<file path="src/rtl/trace_capture.sv">
// ============================================================================
//  Module   : trace_capture
//  Purpose  : Circular trace buffer. Stops after a masked-compare trigger plus
//             a programmable post count. Replays oldest-first over valid/ready.
//  Revision : 1.0  initial release
// ============================================================================
`default_nettype none

module trace_capture #(
  parameter  int WIDTH    = 16,
  parameter  int CHANNELS = 4,
  parameter  int DEPTH    = 16,
  localparam int AW       = $clog2(DEPTH)
) (
  input  logic                      clk,
  input  logic                      rst_n,
  input  logic [CHANNELS*WIDTH-1:0] ch_in,
  input  logic                      sample_en,
  input  logic                      arm,
  input  logic [WIDTH-1:0]          trig_value,
  input  logic [WIDTH-1:0]          trig_mask,
  input  logic                      force_trig,
  input  logic [AW-1:0]             post_count,
  output logic [1:0]                state,
  output logic                      rd_valid,
  input  logic                      rd_ready,
  output logic [CHANNELS*WIDTH-1:0] rd_data,
  output logic                      rd_last,
  output logic [AW-1:0]             trig_index
);

  typedef enum logic [1:0] {
    S_IDLE    = 2'd0,
    S_ARMED   = 2'd1,
    S_POST    = 2'd2,
    S_READOUT = 2'd3
  } state_t;

  state_t              r_state;
  state_t              w_next;
  logic [AW-1:0]       r_wptr;
  logic [AW:0]         r_fill;
  logic [AW-1:0]       r_post_lat;
  logic [AW-1:0]       r_remain;
  logic [AW-1:0]       r_rptr;
  logic [AW:0]         r_words;
  logic [AW-1:0]       r_trig_index;
  logic [CHANNELS*WIDTH-1:0] r_mem [DEPTH];

  logic                w_hit;
  logic                w_wr_en;
  logic                w_enter_rd;
  logic [AW-1:0]       w_wptr_n;
  logic [AW:0]         w_fill_n;
  logic [AW:0]         w_tidx_full;

  assign w_hit    = sample_en &&
                    (force_trig ||
                     ((ch_in[WIDTH-1:0] & trig_mask) == (trig_value & trig_mask)));
  assign w_wr_en  = !arm && sample_en && (r_state == S_ARMED || r_state == S_POST);
  assign w_wptr_n = r_wptr + AW'(1);
  assign w_fill_n = (r_fill == (AW+1)'(DEPTH)) ? r_fill : r_fill + (AW+1)'(1);
  assign w_tidx_full = w_fill_n - (AW+1)'(1) - {1'b0, r_post_lat};
  assign w_enter_rd  = (r_state != S_READOUT) && (w_next == S_READOUT);

  always_ff @(posedge clk or negedge rst_n) begin
    if (!rst_n) r_state <= S_IDLE;
    else        r_state <= w_next;
  end

  always_comb begin
    w_next = r_state;
    if (arm) begin
      w_next = S_ARMED;
    end else begin
      case (r_state)
        S_ARMED:   if (w_hit) w_next = (r_post_lat == '0) ? S_READOUT : S_POST;
        S_POST:    if (sample_en && r_remain == AW'(1)) w_next = S_READOUT;
        S_READOUT: if (rd_ready && r_words == (AW+1)'(1)) w_next = S_IDLE;
        default:   w_next = r_state;
      endcase
    end
  end

  always_ff @(posedge clk or negedge rst_n) begin
    if (!rst_n) begin
      r_wptr       <= '0;
      r_fill       <= '0;
      r_post_lat   <= '0;
      r_remain     <= '0;
      r_rptr       <= '0;
      r_words      <= '0;
      r_trig_index <= '0;
    end else if (arm) begin
      r_wptr     <= '0;
      r_fill     <= '0;
      r_post_lat <= post_count;
      r_remain   <= '0;
    end else begin
      if (w_wr_en) begin
        r_wptr <= w_wptr_n;
        r_fill <= w_fill_n;
      end
      if (r_state == S_ARMED && w_hit)
        r_remain <= r_post_lat;
      if (r_state == S_POST && sample_en)
        r_remain <= r_remain - AW'(1);
      // Oldest sample sits fill entries behind the post-write pointer.
      if (w_enter_rd) begin
        r_rptr       <= w_wptr_n - w_fill_n[AW-1:0];
        r_words      <= w_fill_n;
        r_trig_index <= w_tidx_full[AW-1:0];
      end
      if (r_state == S_READOUT && rd_ready) begin
        r_rptr  <= r_rptr + AW'(1);
        r_words <= r_words - (AW+1)'(1);
      end
    end
  end

  always_ff @(posedge clk) begin
    if (w_wr_en) r_mem[r_wptr] <= ch_in;
  end

  assign state      = r_state;
  assign rd_valid   = (r_state == S_READOUT);
  assign rd_data    = rd_valid ? r_mem[r_rptr] : '0;
  assign rd_last    = rd_valid && (r_words == (AW+1)'(1));
  assign trig_index = r_trig_index;

endmodule

`default_nettype wire

</file>
<file path="config.mk">
export PLATFORM = sky130hd
export DESIGN_NAME = trace_capture
export DESIGN_NICKNAME = d
export VERILOG_FILES = /design/src/rtl/trace_capture.sv
export SDC_FILE = /design/constraint.sdc
export NUM_CORES = 1
export LEC_CHECK = 0
export CAP_MARGIN = 40
export CORE_MARGIN = 1
export CORE_UTILIZATION = 45
export CTS_CLUSTER_SIZE = 28
export DETAILED_ROUTE_END_ITERATION = 6
export GPL_TIMING_DRIVEN = 0
export PLACE_DENSITY = 0.67
export SLEW_MARGIN = 20
export SYNTH_ARGS = -nofsm -noshare
export SYNTH_HDL_FRONTEND = slang
export SYNTH_SLANG_ARGS = --single-unit
</file>
<file path="constraint.sdc">
create_clock -name clk -period 5.2 [get_ports clk]
set_input_delay 0.78 -clock clk [delete_from_list [all_inputs] [get_ports clk]]
set_output_delay 0.78 -clock clk [all_outputs]
set_load 0.1 [all_outputs]
</file>
# Yosys cells after proc, flatten, opt, wreduce, memory -nomap -nowiden

Memories as Yosys holds them, arrays and structs flattened.
Cells that the tools add are included.

Add/sub/neg operators: 8
Multiply operators: 0
Divide/modulo/power cells: 0
Order comparisons: 0
Equal/unequal tests: 9
Shift-type cells: 0
Mux-type cells: 21
Bitwise operators: 3
Reduce and logical (&&, ||, !) cells: 19

Operator list:

| kind                | number |
|---|---|
| $mux 64             | 1 |
| $and 16x16->16      | 2 |
| $mux 4              | 7 |
| $mux 5              | 5 |
| $eq 16x16->1        | 1 |
| $logic_and 1x1->1   | 10 |
| $add 4x1->4 const B | 2 |
| $mux 2              | 4 |
| $sub 4x1->4 const B | 2 |
| $sub 4x4->4         | 2 |
| $eq 2x2->1 const B  | 3 |
| $pmux 2 s3          | 1 |
| $add 5x1->5 const B | 1 |
| $eq 5x1->1 const B  | 1 |
| $eq 5x5->1 const B  | 1 |
| $sub 5x1->5 const B | 1 |
| $eq 4x1->1 const B  | 1 |
| $logic_not 4->1     | 1 |
| $reduce_and 2->1    | 2 |
| $reduce_bool 2->1   | 2 |
| $mux 1              | 3 |
| $reduce_bool 3->1   | 1 |
| $eq 2x1->1 const B  | 1 |
| $logic_or 1x1->1    | 2 |
| other kinds (3)     | 3 |

Bits in registers: 32
Latch bits: 0
Bits in writable memories: 1,024
Memory bits (read-only): 0
Memories: 1

Memory list:

| memory | depth | width | read ports | clocked after memory_dff | write ports | line | source |
|---|---|---|---|---|---|---|---|
| r_mem  | 16    | 64    | 1          | 0                        | 1           | 48   | `logic [CHANNELS*WIDTH-1:0] r_mem [DEPTH];` |

# Longest topological paths before layout

Gate-level depths: netlist (run 1).

Depth in word-level cells: 11
Mapped depth: 12

# Least setup slack after synthesis (run 1)

OpenSTA, ideal clock, no wires.

Path kind: register -> register
Start point: register r_state[0] (netlist: state[0])
End point: register r_words[3]
Library setup time: 0.126 ns
Arrival: 4.222 ns
Required time: 5.074 ns
Setup slack: 0.852 ns
Stages on the path, launching flop included: 11
Path buffers: 3
Cells stage by stage: dfrtp_1 ha_1 buf_2 a21boi_2 o21ai_1 a221o_1 or4_1 buf_2 or3_1 buf_2 a311o_1

Word-level cells in the longest chain between the ends: 7
Elaborated cells on any way between the ends: 15
Classes of those cells: eq/ne: 5; mux: 6; reduce/logical: 4

RTL lines:

| item                        | line | source |
|---|---|---|
| start, declared             | 39   | `state_t r_state;` |
| start signal, assigned      | 68   | `else r_state <= w_next;` |
| $eq 2x2->1 (*)              | n/a  |  |
| named net rd_valid          | 25   | `output logic rd_valid,` |
| $pmux 2 s3                  | 76   | `case (r_state)` |
| $mux 2                      | 73   | `if (arm) begin` |
| $eq 2x2->1                  | 64   | `assign w_enter_rd = (r_state != S_READOUT) && (w_next == S_READOUT);` |
| $logic_and 1x1->1           | 64   |  |
| $reduce_bool 2->1 (no line) | n/a  |  |
| $reduce_and 2->1 (no line)  | n/a  |  |
| end signal, assigned        | 111  | `r_words <= w_fill_n;` |
| end signal, assigned        | 116  | `r_words <= r_words - (AW+1)'(1);` |
| end, declared               | 46   | `logic [AW:0] r_words;` |

Mark *: on every way through the listed nets, which the timed path passes. The rest lies on a longest branch.
A chain may end at the register's enable or synchronous reset.

# Worst setup path in the final report (run 1)

Start point: register r_rptr[0]
End point: output port rd_data[1]

Word-level cells in the longest chain between the ends: 2

RTL lines:

| item                   | line | source |
|---|---|---|
| start, declared        | 45   | `logic [AW-1:0] r_rptr;` |
| start signal, assigned | 110  | `r_rptr <= w_wptr_n - w_fill_n[AW-1:0];` |
| start signal, assigned | 115  | `r_rptr <= r_rptr + AW'(1);` |
| $mem_v2 16x64          | n/a  |  |
| $mux 64                | 127  | `assign rd_data = rd_valid ? r_mem[r_rptr] : '0;` |
| end, declared          | 27   | `output logic [CHANNELS*WIDTH-1:0] rd_data,` |

No other way between the ends.

==> impl_metrics.ini, run 1 <==
[status]
outcome = finished, final reports clean

[clock_tree]
post_cts_buffers = 0
ctsRootBufferMaster = clkbuf_16
cts_tree = done
cts_buffers = 105
cts_buffer_depth = 3
htreeDepth = 3
clkTransAtPathRegs_ns = 0.06
cts.sink_count = 1056
clock_latency_ns = 0.69

[global_routing]
grt_pass1_vias = 21145
grt_max_degree = 35
grt_use_total_pct = 21.6
grt_pass1_wl_um = 144000
grt_antenna_before_repair = 7
overflow = 0

[drt]
wl_per_cell_um = 28.7
vias = 20243
drt_first_pass_iters = 5
avgViaCountPerCell = 5.86
antenna_left = 0
drt_iter0_drc = 2266
totalWireLength_um = 99200
drcViolationCount = 0

[sta]
finalSetupViolCount = 0
fin_crit_sh_pct = 96.5
relSlewSlack_pct = 46.6
setup_tns_ns = 0
worst_pin_slew_ns = 0.798
rsz0062_at_grt = false
drv_slew = 0
holdWs_ns = 0.491
hold_violations = 0
fin_skew_ns = 0.0300
min_period_ns = 5.02
clock.fmax_ghz = 0.199

[worst_setup_path]
cp_max_fo = 10
arrival_ns = 4.24
r2r_slack_ns = 1.73
r2r-start = state[0]$_DFF_PN0_
critPathCaptureType = output pin
crit_buf_inv = 5
start_kind = register
ff2ff_path_depth = 9
cp.required_ns = 4.42
path_cells = clkbuf_2 -> clkbuf_2 -> buf_2 -> mux4_2 -> mux4_2 -> and2_1 -> clkdlybuf4s50_1 -> buf_8
critical_path_class = register to output pin
crit_slowest_cell = mux4_2
path_delay_family = buffers and inverters
cpPeakStageDelay_ns = 0.58
rr_endpoint = trig_index[2]$_DFFE_PN0P_

[die]
die_h_um = 305
dieArea_sq_mm = 0.0928
die_w_um = 305
pin_count = 178
coreArea_sq_mm = 0.0904
core.rowCount = 110
start_util_pct = 45.6

[worst_hold_path]
hold_class = input port to asynchronous set/reset pin

[placed_design]
gp_congestion = 0.810
placed_area_sq_mm = 0.0468
io_buffer_count = 176
dp_cells = 3263
place_hpwl_um = 60300

[yosys]
yosys-top-cells-count = edfxtp_1, mux4_2, and2_1
synth_edf_count = 1024
ys_seq_area_share_pct = 76.6
synth_area_leaders = edfxtp_1, mux4_2, dfrtp_1
syn_inst = 1777
synth_area_leader_cell = edfxtp_1
yosys_warnings = 0
synth_seq_cells = 1056
synthArstFlopShare_pct = 3.03
syn-mean-instance-area_sq_um = 23.2
synth.most_common_cell = edfxtp_1
synth_top_flop_cell = edfxtp_1
synth_nets = 1906
syn_area_sq_mm = 0.0412
synth_top_cell_area_share_pct = 74.6
yosysUniqueCellTypes = 51

[job]
max-cap-violations = 0

[power_and_ir_drop]
total_power_w = 0.0250
peakVddDrop_mv = 0.285
p_per_area_mw_per_mm2 = 498
p_leak_nw = 16.0

[layout]
nNetsFinal = 2327
final_cell_area_sq_mm = 0.0501
area_delta_synth_final_pct = 21.7
drive_above_1_share_pct = 29.4
finalNonFillerCells = 3454
## cells in the final DEF, fill, tap and decap left out, drive strengths merged, types with 21 or more instances in the layout
master,n
buf,155
edfxtp,1024
mux4,320
and2,81
clkbuf,202
dfrtp,32
clkdlybuf4s50,175
ha,21
xor2,21
clkinv,43
inv,25
## flip-flops by register name, indices dropped and copies added (netlist names)
register and flops:
r_fill 5, r_mem 1024, r_post_lat 4, r_remain 4
r_rptr 4, r_words 5, r_wptr 4, state 2
trig_index 4
## worst max-delay path by stage
stage	from	to	slack [ns]	depth (start not counted)
6_report	r_rptr[0]$_DFFE_PN0P_	rd_data[1]	0.18	8
5_1_grt	r_rptr[0]$_DFFE_PN0P_	rd_data[51]	0.009	8
4_1_cts	r_rptr[0]$_DFFE_PN0P_	rd_data[57]	0.002	9
3_5_place_dp	r_rptr[0]$_DFFE_PN0P_	rd_data[5]	0.17	9
3_3_place_gp	arm	r_mem[0][50]$_DFFE_PP_	-1.20	4
2_1_floorplan	state[0]$_DFF_PN0_	r_words[3]$_DFFE_PN0P_	0.85	10
## power breakdown
| part | internal, W | total, W | switching (W) |
|---|---|---|---|
| clock | 0.00411 | 0.00725 | 0.00313 |
| sequential | 0.00960 | 0.00971 | 0.000109 |
| combinational | 0.00367 | 0.00802 | 0.00434 |
## repair_timing
item | 4_1_cts | 5_1_grt
pin swaps | 0 | 0
hold endpoints to repair | 0 | 4
cloned | 0 | 0
hold buffers | 0 | 1
setup endpoints to repair | 64 | 23
gates resized for setup | 26 | 15
## cells by family (layout without fill, tap and decap cells)
| logic type | Yosys count | count (layout) | share of synthesized area [%] |
|---|---|---|---|
| other | 0 | 1 | 0 |
| AO/OA/AOI/OAI | 67 | 67 | 1.07 |
| XOR/XNOR | 34 | 34 | 0.723 |
| buffers and inverters | 111 | 611 | 1.02 |
| adder cells (fa/ha/maj) | 23 | 23 | 0.735 |
| flip-flops | 1056 | 1056 | 76.6 |
| AND/OR/NAND/NOR | 160 | 160 | 2.23 |
| multiplexers | 326 | 326 | 17.7 |
## metal layers
metal | vias to the layer above | GRT usage, % | share of wire [%]
li1 | 8381 | - | -
met1 | 10766 | 30.2 | 41
met2 | 938 | 35.0 | 49
met3 | 148 | 4.47 | 8.0
met4 | 10 | 5.37 | 2.0
met5 | - | 0 | 0.060
## area by class of cell
type                    count  area, sq um
fillers                  6560        40300
flip-flops and latches   1056        31600
multi-input cells         610         9280
repair buffers            314         4090
clock buffers             128         2710
well taps                1176         1470
clock inverters            58          561
plain buffers              92          415
inverters                  19         71.3
diodes                      1         2.50
## stage by stage
step                      worst slack [ns]  utilization, %
after global routing               0.00921            55.5
final                                0.183            55.5
after global placement               -1.20            49.1
after floorplan                      0.852               -
after detailed placement             0.171            51.7
after CTS                          0.00205            55.4
Note: power is estimated with default switching activity, not from simulation.
==> run 2, diff against run 1 <==
--- a/config.mk
+++ b/config.mk
@@ -7,11 +7,11 @@
 export LEC_CHECK = 0
 export CAP_MARGIN = 40
 export CORE_MARGIN = 1
-export CORE_UTILIZATION = 45
+export CORE_UTILIZATION = 30
 export CTS_CLUSTER_SIZE = 28
 export DETAILED_ROUTE_END_ITERATION = 6
 export GPL_TIMING_DRIVEN = 0
-export PLACE_DENSITY = 0.67
+export PLACE_DENSITY = 0.5
 export SLEW_MARGIN = 20
 export SYNTH_ARGS = -nofsm -noshare
 export SYNTH_HDL_FRONTEND = slang
==> run 2 against run 1 <==
Via count grew 0.20%. Sequential share of layout area shrank 1.3 points. Global-route usage shrank 5.4 points. Setup slack lost 0.028 ns. Clock power grew 2%. Die area grew 50%. Critical endpoint is now rd_data[4].
==> impl_metrics.ini, run 2 (synthesis gave the netlist of run 1 again) <==
[status]
outcome = finished, final reports clean

[sta]
hold_violations = 0
min_period_ns = 5.04
relSlewSlack_pct = 37.5
fin_crit_sh_pct = 97.0
setup_tns_ns = 0
holdWs_ns = 0.452
worst_pin_slew_ns = 0.935
finalSetupViolCount = 0
clock.fmax_ghz = 0.198
drv_slew = 0
rsz0062_at_grt = false
fin_skew_ns = 0.0258

[die]
die_h_um = 373
pin_count = 178
start_util_pct = 30.3
coreArea_sq_mm = 0.136
dieArea_sq_mm = 0.139
core.rowCount = 135
die_w_um = 373

[layout]
final_common_cell = edfxtp_1
largest_reg_flops = 1024
top_register = r_mem
mostFrequentLayoutCells = edfxtp_1, mux4_2, clkdlybuf4s50_1
n_antenna_cell = 0
nNetsFinal = 2346
reg.largest.list = r_mem x1024, r_fill x5, r_words x5
drive_above_1_share_pct = 29.3
postLayoutCoreUtil_pct = 37.7
area_delta_synth_final_pct = 24.3

[power_and_ir_drop]
p_per_area_mw_per_mm2 = 494
p_sw_w = 0.00782
p_leak_nw = 16.1
total_power_w = 0.0253
p_seq_share_pct = 38.4
power_frac_clock_pct = 29.3
power.internal_w = 0.0175
pwr-share-comb_pct = 32.4
peakVddDrop_mv = 0.296
swShare_pct = 30.9

[worst_setup_path]
r2r_slack_ns = 1.83
critPathCaptureType = output pin
start_kind = register
rr_endpoint = trig_index[3]$_DFFE_PN0P_
cp.required_ns = 4.42
critical_path_class = register to output pin
arrival_ns = 4.26
r2r-start = state[0]$_DFF_PN0_
cp_max_fo = 10
ff2ff_path_depth = 9

[global_routing]
grt_pass1_vias = 21562
grt.met1_usage_pct = 21.1
overflow = 0
top_usage_layer = met2
grt_max_degree = 32
gr-usage-met3_pct = 2.87
met2_usage_pct = 28.3
grt_use_total_pct = 16.2
grt_antenna_before_repair = 16
grt_pass1_wl_um = 160000

[drt]
antenna_left = 0
drt_first_pass_iters = 5
vias = 20284
drcViolationCount = 0
wl_per_cell_um = 27.5
totalWireLength_um = 113000
avgViaCountPerCell = 4.96
drt_iter0_drc = 1888

[clock_tree]
clkTransAtPathRegs_ns = 0.06
cts_tree = done
clock_latency_ns = 0.70
cts_buffers = 112
cts_buffer_depth = 3
cts.sink_count = 1056
htreeDepth = 3
ctsRootBufferMaster = clkbuf_16
post_cts_buffers = 0

[placed_design]
place_hpwl_um = 72200
gp_congestion = 0.750
io_buffer_count = 176

[job]
max-cap-violations = 0

[worst_hold_path]
hold_class = input port to asynchronous set/reset pin
[run 2: worst max-delay path by stage]
stage          depth (start not counted)                   endpoint             startpoint  slack [ns]
2_1_floorplan                         10     r_words[3]$_DFFE_PN0P_     state[0]$_DFF_PN0_        0.85
3_3_place_gp                           6     r_mem[9][46]$_DFFE_PP_                    arm       -1.37
3_5_place_dp                           9  trig_index[3]$_DFFE_PN0P_              ch_in[12]       -0.16
4_1_cts                                8                rd_data[58]  r_rptr[0]$_DFFE_PN0P_        0.01
5_1_grt                                9                 rd_data[1]  r_rptr[0]$_DFFE_PN0P_       0.005
6_report                               9                 rd_data[4]  r_rptr[0]$_DFFE_PN0P_        0.16
[run 2: layout make-up]
type	instances	area (sq um)
clock buffers	150	2990
repair buffers	327	4300
inverters	19	71.3
fillers	12349	84600
flip-flops and latches	1056	31600
clock inverters	53	372
well taps	1781	2230
plain buffers	91	430
multi-input cells	610	9280
[run 2: metal layers]
layer  routed length (um)  vias to the layer above
li1                     -                     8427
met1                47000                    11116
met2                58100                      570
met3                 5440                      157
met4                 1940                       14
met5                   98                        -
[run 2: repair_timing]
action	in CTS	in global routing
gates resized for setup	23	11
endpoints found under the setup margin	64	17
hold endpoints to repair	2	0
hold buffers	1	0
[run 2: worst max-delay path: stages, from the launching register on]
cell             delay, ns
dfrtp_1               0.35
clkbuf_2              0.34
buf_2                 0.40
clkbuf_2              0.32
buf_8                 0.20
mux4_2                0.51
mux4_2                0.45
and2_1                0.27
clkdlybuf4s50_1       0.52
buf_8                 0.19
[run 2: power groups by stage]
| stage | clock [W] | sequential [W] | combinational, W |
|---|---|---|---|
| 2_1_floorplan | 0 | 0.0100 | 0.00485 |
| 3_3_place_gp | 0 | 0.00991 | 0.00728 |
| 3_5_place_dp | 0 | 0.00989 | 0.00831 |
| 4_1_cts | 0.00758 | 0.00972 | 0.00837 |
| 5_1_grt | 0.00789 | 0.00973 | 0.00865 |
| 6_report | 0.00741 | 0.00971 | 0.00819 |
[run 2: stage by stage]
step / cells / worst slack [ns] / instance area [sq um]
CTS: 4086 / 0.0102 / 51200
detailed placement: 3882 / -0.159 / 47800
finish: 4087 / 0.156 / 51200
floorplan: 1777 / 0.852 / 41200
global route: 4087 / 0.00451 / 51200
global placement: 3734 / -1.37 / 45200
